[src/rtl/mem_stage_pkg.sv]
// rtl/mem_stage_pkg.sv - shared op indices, size encodings, reset PC and FSM states
package mem_stage_pkg;

  localparam int OP_LD_B  = 0;
  localparam int OP_LD_H  = 1;
  localparam int OP_LD_W  = 2;
  localparam int OP_LD_BU = 3;
  localparam int OP_LD_HU = 4;
  localparam int OP_ST_B  = 5;
  localparam int OP_ST_H  = 6;
  localparam int OP_ST_W  = 7;

  localparam int MUL_W  = 0;
  localparam int MUL_H  = 1;
  localparam int MUL_HU = 2;

  localparam int DIV_W  = 0;
  localparam int MOD_W  = 1;
  localparam int DIV_WU = 2;
  localparam int MOD_WU = 3;

  localparam logic [1:0] SIZE_BYTE = 2'd0;
  localparam logic [1:0] SIZE_HALF = 2'd1;
  localparam logic [1:0] SIZE_WORD = 2'd2;

  localparam logic [31:0] PC_RESET_VAL = 32'h1c00_0000;

  typedef enum logic [1:0] {IDLE, REQ, WAIT, DONE} mem_state_e;

endpackage

[src/rtl/mem_load_align.sv]
// rtl/mem_load_align.sv - selects the addressed byte/half of load data and extends it
module mem_load_align
  import mem_stage_pkg::*;
(
  input  logic [1:0]  i_addr_lo,
  input  logic [4:0]  i_ld_op,
  input  logic [31:0] i_rdata,
  output logic [31:0] o_value
);

  logic [7:0]  w_byte;
  logic [15:0] w_half;

  always_comb begin
    case (i_addr_lo)
      2'd0:    w_byte = i_rdata[7:0];
      2'd1:    w_byte = i_rdata[15:8];
      2'd2:    w_byte = i_rdata[23:16];
      default: w_byte = i_rdata[31:24];
    endcase
  end

  assign w_half = i_addr_lo[1] ? i_rdata[31:16] : i_rdata[15:0];

  always_comb begin
    o_value = 32'h0;
    if (i_ld_op[OP_LD_B])       o_value = {{24{w_byte[7]}}, w_byte};
    else if (i_ld_op[OP_LD_BU]) o_value = {24'h0, w_byte};
    else if (i_ld_op[OP_LD_H])  o_value = {{16{w_half[15]}}, w_half};
    else if (i_ld_op[OP_LD_HU]) o_value = {16'h0, w_half};
    else if (i_ld_op[OP_LD_W])  o_value = i_rdata;
  end

endmodule

[src/rtl/mem_stage.sv]
// rtl/mem_stage.sv - memory-access pipeline stage: data SRAM requests, mul/div collect, writeback register
module mem_stage
  import mem_stage_pkg::*;
#(
  parameter logic [31:0] PC_RESET   = PC_RESET_VAL,
  parameter int          MAX_CANCEL = 3
) (
  input  logic        clk,
  input  logic        resetn,
  input  logic        in_valid,
  output logic        in_ready,
  output logic        out_valid,
  input  logic        out_ready,
  input  logic        mem_flush,
  input  logic [31:0] pc,
  input  logic [31:0] result,
  input  logic [7:0]  mem_op,
  input  logic [2:0]  mul_op,
  input  logic [3:0]  div_op,
  input  logic        res_from_mul,
  input  logic        res_from_div,
  input  logic        res_from_mem,
  input  logic        res_from_csr,
  input  logic        gr_we,
  input  logic        mem_we,
  input  logic [4:0]  dest,
  input  logic [31:0] rkd_value,
  input  logic        has_exception,
  input  logic        ertn,
  input  logic [5:0]  ecode,
  input  logic [8:0]  esubcode,
  input  logic [31:0] exception_maddr,
  output logic        data_req,
  output logic        data_wr,
  output logic [1:0]  data_size,
  output logic [3:0]  data_wstrb,
  output logic [31:0] data_addr,
  output logic [31:0] data_wdata,
  input  logic        data_addr_ok,
  input  logic        data_data_ok,
  input  logic [31:0] data_rdata,
  input  logic        mul_resp_valid,
  output logic        mul_resp_ready,
  input  logic [63:0] mul_result,
  input  logic        div_resp_valid,
  output logic        div_resp_ready,
  input  logic [63:0] div_result,
  output logic [31:0] wb_value_out,
  output logic [31:0] pc_out,
  output logic [4:0]  dest_out,
  output logic        gr_we_out,
  output logic        has_exception_out,
  output logic        ertn_out,
  output logic [5:0]  ecode_out,
  output logic [8:0]  esubcode_out,
  output logic [31:0] exception_maddr_out,
  output logic        fwd_valid,
  output logic        fwd_pending,
  output logic [4:0]  fwd_dest,
  output logic [31:0] fwd_value
);

  localparam logic [1:0] LP_MAX_CANCEL = 2'(MAX_CANCEL);

  mem_state_e  r_state;
  logic [1:0]  r_cancel_cnt;
  logic [31:0] r_rbuf;

  logic        w_block, w_is_mem, w_is_byte, w_is_half, w_start;
  logic        w_mem_done, w_mul_hs, w_div_hs, w_ready_go, w_leave;
  logic        w_cancel_inc, w_cancel_dec;
  logic [31:0] w_rdata, w_load_val, w_mul_val, w_div_val, w_wb_value;

  assign w_block   = has_exception | mem_flush;
  assign w_is_mem  = res_from_mem | mem_we;
  assign w_is_byte = mem_op[OP_LD_B] | mem_op[OP_LD_BU] | mem_op[OP_ST_B];
  assign w_is_half = mem_op[OP_LD_H] | mem_op[OP_LD_HU] | mem_op[OP_ST_H];
  assign w_start   = in_valid & w_is_mem & ~w_block & (r_cancel_cnt == 2'd0);

  // Request is a pure function of state so an async reset drops it immediately.
  assign data_req  = (r_state == REQ) & ~w_block;
  assign data_wr   = mem_we;
  assign data_addr = result;
  assign data_size = w_is_byte ? SIZE_BYTE : (w_is_half ? SIZE_HALF : SIZE_WORD);

  always_comb begin
    data_wstrb = 4'h0;
    data_wdata = rkd_value;
    if (w_is_byte) data_wdata = {4{rkd_value[7:0]}};
    else if (w_is_half) data_wdata = {2{rkd_value[15:0]}};
    if (mem_we) begin
      if (w_is_byte)      data_wstrb = 4'b0001 << result[1:0];
      else if (w_is_half) data_wstrb = result[1] ? 4'b1100 : 4'b0011;
      else                data_wstrb = 4'hf;
    end
  end

  assign mul_resp_ready = in_valid & res_from_mul & ~w_block & out_ready;
  assign div_resp_ready = in_valid & res_from_div & ~w_block & out_ready;
  assign w_mul_hs       = mul_resp_valid & mul_resp_ready;
  assign w_div_hs       = div_resp_valid & div_resp_ready;
  assign w_mem_done     = (r_state == DONE) | ((r_state == WAIT) & data_data_ok);

  assign w_ready_go = w_block |
                      (w_is_mem     ? w_mem_done :
                       res_from_mul ? w_mul_hs   :
                       res_from_div ? w_div_hs   : 1'b1);
  assign in_ready   = ~in_valid | (w_ready_go & out_ready);
  assign w_leave    = in_valid & w_ready_go & out_ready;

  assign w_rdata = (r_state == DONE) ? r_rbuf : data_rdata;

  mem_load_align u_align (
    .i_addr_lo (result[1:0]),
    .i_ld_op   (mem_op[4:0]),
    .i_rdata   (w_rdata),
    .o_value   (w_load_val)
  );

  assign w_mul_val = mul_op[MUL_W] ? mul_result[31:0] :
                     (mul_op[MUL_H] | mul_op[MUL_HU]) ? mul_result[63:32] : 32'h0;
  assign w_div_val = (div_op[DIV_W] | div_op[DIV_WU]) ? div_result[31:0] :
                     (div_op[MOD_W] | div_op[MOD_WU]) ? div_result[63:32] : 32'h0;

  // CSR results already arrive in result, so they share the default path.
  assign w_wb_value = res_from_mem ? w_load_val :
                      res_from_mul ? w_mul_val  :
                      res_from_div ? w_div_val  :
                      (res_from_csr ? result : result);

  assign fwd_valid   = in_valid & gr_we & (dest != 5'd0);
  assign fwd_pending = fwd_valid & (res_from_mem | res_from_mul | res_from_div) & ~w_ready_go;
  assign fwd_dest    = dest;
  assign fwd_value   = w_wb_value;

  // A response owed to a flushed request must be swallowed before the next request.
  assign w_cancel_inc = mem_flush & (((r_state == REQ) & data_addr_ok) |
                                     ((r_state == WAIT) & ~data_data_ok));
  assign w_cancel_dec = (r_cancel_cnt != 2'd0) & data_data_ok;

  always_ff @(posedge clk or negedge resetn) begin
    if (!resetn) begin
      r_state      <= IDLE;
      r_cancel_cnt <= 2'd0;
      r_rbuf       <= 32'h0;
    end else begin
      case (r_state)
        IDLE: if (w_start) r_state <= REQ;
        REQ: begin
          if (w_block)           r_state <= IDLE;
          else if (data_addr_ok) r_state <= WAIT;
        end
        WAIT: begin
          if (mem_flush) r_state <= IDLE;
          else if (data_data_ok) begin
            r_rbuf  <= data_rdata;
            r_state <= w_leave ? IDLE : DONE;
          end
        end
        DONE: if (w_leave | mem_flush) r_state <= IDLE;
        default: r_state <= IDLE;
      endcase

      if (w_cancel_inc & ~w_cancel_dec) begin
        assert (r_cancel_cnt != LP_MAX_CANCEL);
        if (r_cancel_cnt != LP_MAX_CANCEL) r_cancel_cnt <= r_cancel_cnt + 2'd1;
      end else if (w_cancel_dec & ~w_cancel_inc) begin
        r_cancel_cnt <= r_cancel_cnt - 2'd1;
      end
    end
  end

  always_ff @(posedge clk or negedge resetn) begin
    if (!resetn) begin
      out_valid           <= 1'b0;
      wb_value_out        <= 32'h0;
      pc_out              <= PC_RESET;
      dest_out            <= 5'd0;
      gr_we_out           <= 1'b0;
      has_exception_out   <= 1'b0;
      ertn_out            <= 1'b0;
      ecode_out           <= 6'd0;
      esubcode_out        <= 9'd0;
      exception_maddr_out <= 32'h0;
    end else begin
      if (out_ready) out_valid <= in_valid & w_ready_go & ~mem_flush;
      if (w_leave) begin
        wb_value_out        <= w_wb_value;
        pc_out              <= pc;
        dest_out            <= dest;
        gr_we_out           <= gr_we;
        has_exception_out   <= has_exception;
        ertn_out            <= ertn;
        ecode_out           <= ecode;
        esubcode_out        <= esubcode;
        exception_maddr_out <= exception_maddr;
      end
    end
  end

endmodule

[config.mk]
export PLATFORM = sky130hd
export DESIGN_NAME = mem_stage
export DESIGN_NICKNAME = d
export VERILOG_FILES = /design/src/rtl/mem_stage_pkg.sv /design/src/rtl/mem_load_align.sv /design/src/rtl/mem_stage.sv
export SDC_FILE = /design/constraint.sdc
export NUM_CORES = 1
export LEC_CHECK = 0
export ABC_CLOCK_PERIOD_IN_PS = 4850
export CORE_AREA = 2 2 221 223
export DETAILED_ROUTE_END_ITERATION = 16
export DIE_AREA = 0 0 223 225
export GPL_TIMING_DRIVEN = 0
export MAX_ROUTING_LAYER = met4
export RECOVER_POWER = 25
export SLEW_MARGIN = 30
export SYNTH_ARGS = -nofsm -noshare
export SYNTH_HDL_FRONTEND = slang
export SYNTH_SLANG_ARGS = --single-unit
[constraint.sdc]
create_clock -name clk -period 4.85 [get_ports clk]
set_input_delay 0.97 -clock clk [delete_from_list [all_inputs] [get_ports clk]]
set_output_delay 0.97 -clock clk [all_outputs]
set_load 0.01 [all_outputs]
==> metrics.txt <==
part of the cycle the worst path needs 0.9734; outcome finished with violations; placed wire-length estimate 44.97 mm; TNS Setup 0 ps; Die W 223 um; post-route ant nets 0; Pre-Repair DR Iteration Count 5; Ports 574; CTS tree yes; Switching Fraction 0.3184; minimum clock period 4721 ps; syn nets 1,483; placed instance area 16,260 um^2; maximum vdd drop 0.0002352 V; max-cap viol count 1; port buffer count 566; Seq pwr share 0.349; Remaining DRCs 0; GRT overflow 0; H-tree levels 4; Hold Fails Final Rpt 0; latest clock arrival within the worst-skew pair 450 ps; internal power 0.003195 W; routed vias/inst 4.782; Logic pwr share 0.359; total track usage 0.2157; Setup Skew 9.603 ps; design area 16,980 um^2; CP required 3880 ps; per-cell routed wire length 22.91 um; RR Endpoint wb_value_out[30]$_DFFE_PN0P_; yosys warns 0; async set or reset register ratio after synthesis 1.000; WL final 54.26 mm; Worst Reg-to-Reg Cells 8; Setup-failing EPs final 0; reg2reg setup slack 1690 ps; Worst R2R Start r_state[0]$_DFFE_PN0P_; Max Fclk 211.8 MHz; Pwr Total 0.004688 W; max incr delay on CP 620 ps; mapped cell area 9768 um^2; final hold slack 362.1 ps; Syn Inst Count 1,143; initial antenna violation count 9; worst min-delay path class in -> async; failing checks max-capacitance violations, max-slew violations; Max Slew Vio Count 74; P per Cell Area 276.1 nW/um^2; Clock transition at path regs 60 ps; first-pass GRT wire length 76.45 mm; clk buf depth 2; critical-path maximum fanout 10; DIE HEIGHT 225 um; largest net degree at the start of global routing 80; CTS buffer count 17; net switching power 0.001493 W; vias in the first global route 11,330; Critical-path top delay cell clkdlybuf4s50_1; core area 47,550 um^2; hold-fix buffers at CTS 0; crit path cell chain clkdlybuf4s50_1, clkbuf_2, buf_2, clkbuf_1, a221o_1, nand3_1, o21ai_0, clkdlybuf4s50_1; share of cells above drive strength 1 0.1307; Worst Tran Pin Value 2071 ps; P_leak 7.140 nW; number of synthesized flops with an enable pin 0; RSZ-0062 raised after global routing false; fin nets 2,071; CP endpoint kind primary output; worst path arrival time 3750 ps; DR iter-0 viols 829; CP dominant cell by count clkdlybuf4s50_1; CP Class in -> out; root buffer cell clkbuf_16; Critical Path Source Type input pin; Area Overhead vs Synth 73.79%; total number of vias 11,320; RePlAce Congestion 1.003; synthesized area per cell 8.546 um^2; slew margin rel. -0.3803; clock sinks 156; Yosys reg bits 156; Netlist cell types 72; Cell Rows 80; Clk pwr share 0.292; Initial Utilization 0.2054; DIE AREA 50,180 um^2; Synth Flop Type dfrtp_1; sequential share of the synthesized area 0.4000
sequential cells by signal, indices dropped and copies added (netlist names):
signal / flops
has_exception_out: 1
dest_out: 5
r_state: 2
pc_out: 32
ertn_out: 1
gr_we_out: 1
wb_value_out: 32
r_cancel_cnt: 2
exception_maddr_out: 32
esubcode_out: 9
out_valid: 1
ecode_out: 6
r_rbuf: 32
timing repair:
action,in CTS,in global routing
setup endpoints to repair,29,25
gates resized for setup,22,28
pin swaps,0,2
setup buffers,0,2
layer usage:
layer	global-route usage	wire length (um)	vias up
met4	0.08335	1540	0
met1	0.2606	22900	5504
met5	-	0	-
met2	0.3408	25680	508
met3	0.06128	4133	70
li1	-	-	5242
power groups by stage:
stage / Sequential, W / Clock (W) / Combinational (W)
CTS: 0.00163 / 0.00141 / 0.00169
finish: 0.00163 / 0.00137 / 0.00168
detailed placement: 0.00166 / 0 / 0.00167
global route: 0.00166 / 0.00147 / 0.00179
floorplan: 0.00172 / 0 / 0.000511
global placement: 0.00165 / 0 / 0.00166
placed cells by master, fill, tap and decap left out, types with 22 or more instances in the layout:
cell             instances
mux2_2                  51
a221o_1                 39
dfrtp_1                153
o21ai_0                 51
nand2_1                347
mux2i_1                 30
nor2_1                  54
o211ai_1                22
buf_4                   59
clkdlybuf4s50_1        563
clkbuf_1                42
cell usage after synthesis (3+ instances only):
library cell	count	share of area
inv_1	4	0.0015
a21boi_0	6	0.0046
o211ai_1	22	0.017
dfrtp_1	153	0.39
nand2b_1	4	0.0026
or3_1	6	0.0038
a21oi_1	27	0.014
a211oi_1	5	0.0038
buf_1	6	0.0023
o21a_1	9	0.0069
a211o_1	7	0.0063
clkbuf_1	51	0.020
o2111ai_1	4	0.0036
and3_1	14	0.0090
o22ai_1	12	0.0077
o32ai_1	11	0.0099
nor2_1	55	0.021
a22oi_1	6	0.0046
or2_2	4	0.0026
nor3_1	3	0.0015
a2111oi_0	4	0.0036
a221oi_1	7	0.0063
nor3b_1	3	0.0023
o221ai_1	7	0.0063
a31oi_1	5	0.0032
and2_1	3	0.0019
mux2i_1	30	0.031
a221o_1	39	0.040
buf_4	57	0.044
nand3b_1	4	0.0031
a311oi_1	17	0.015
buf_2	19	0.0097
mux4_2	4	0.0092
nand2_1	347	0.13
o21ai_0	52	0.027
nand3_1	21	0.011
dfstp_2	3	0.0081
mux2_2	51	0.059
nand4_1	19	0.012
worst max-delay path by stage:
| stage | slack, ps | from | end | depth (start not counted) |
|---|---|---|---|---|
| after floorplan | 1520 | mul_op[0] | fwd_value[21] | 7 |
| after detailed placement | -510 | res_from_mem | fwd_value[3] | 8 |
| after global routing | 0.4 | res_from_mem | fwd_value[2] | 8 |
| after global placement | -4270 | resetn | esubcode_out[3]$_DFFE_PN0P_ | 1 |
| after CTS | -100 | result[1] | fwd_value[30] | 9 |
| final | 130 | mul_op[0] | fwd_value[20] | 8 |
stage by stage:
| stage | worst slack [ps] | std cells | utilization |
|---|---|---|---|
| final | 129.0 | 2368 | 0.3571 |
| after global routing | 0.3588 | 2368 | 0.3571 |
| after CTS | -97.74 | 2358 | 0.3552 |
| after detailed placement | -511.5 | 2326 | 0.3421 |
| after global placement | -4268 | 2324 | 0.3408 |
| after floorplan | 1516 | 1143 | - |
kinds of logic after synthesis:
kind of cell	Yosys count	share of synthesized area
AOI/OAI and AO/OA	256	0.1953
buffers and inverters	145	0.08390
DFF	156	0.4000
muxes	86	0.1003
and+or+nand+nor	500	0.2204
worst max-delay path, delay by kind of cell:
family / cells / cell delay (ps)
compound gates: 2 / 460
buf+inv: 5 / 2240
simple gates: 1 / 70
area by class of cell:
type	count	area, um^2
Antenna cell	9	22.52
Buffer	138	817.0
Clock buffer	23	457.9
Clock inverter	9	111.4
Fill cell	4870	30570
Inverter	6	22.52
Multi-Input combinational cell	842	5156
Sequential cell	156	3908
Tap cell	615	769.5
Timing Repair Buffer	570	5712
Power figures use the tool's default switching activity.
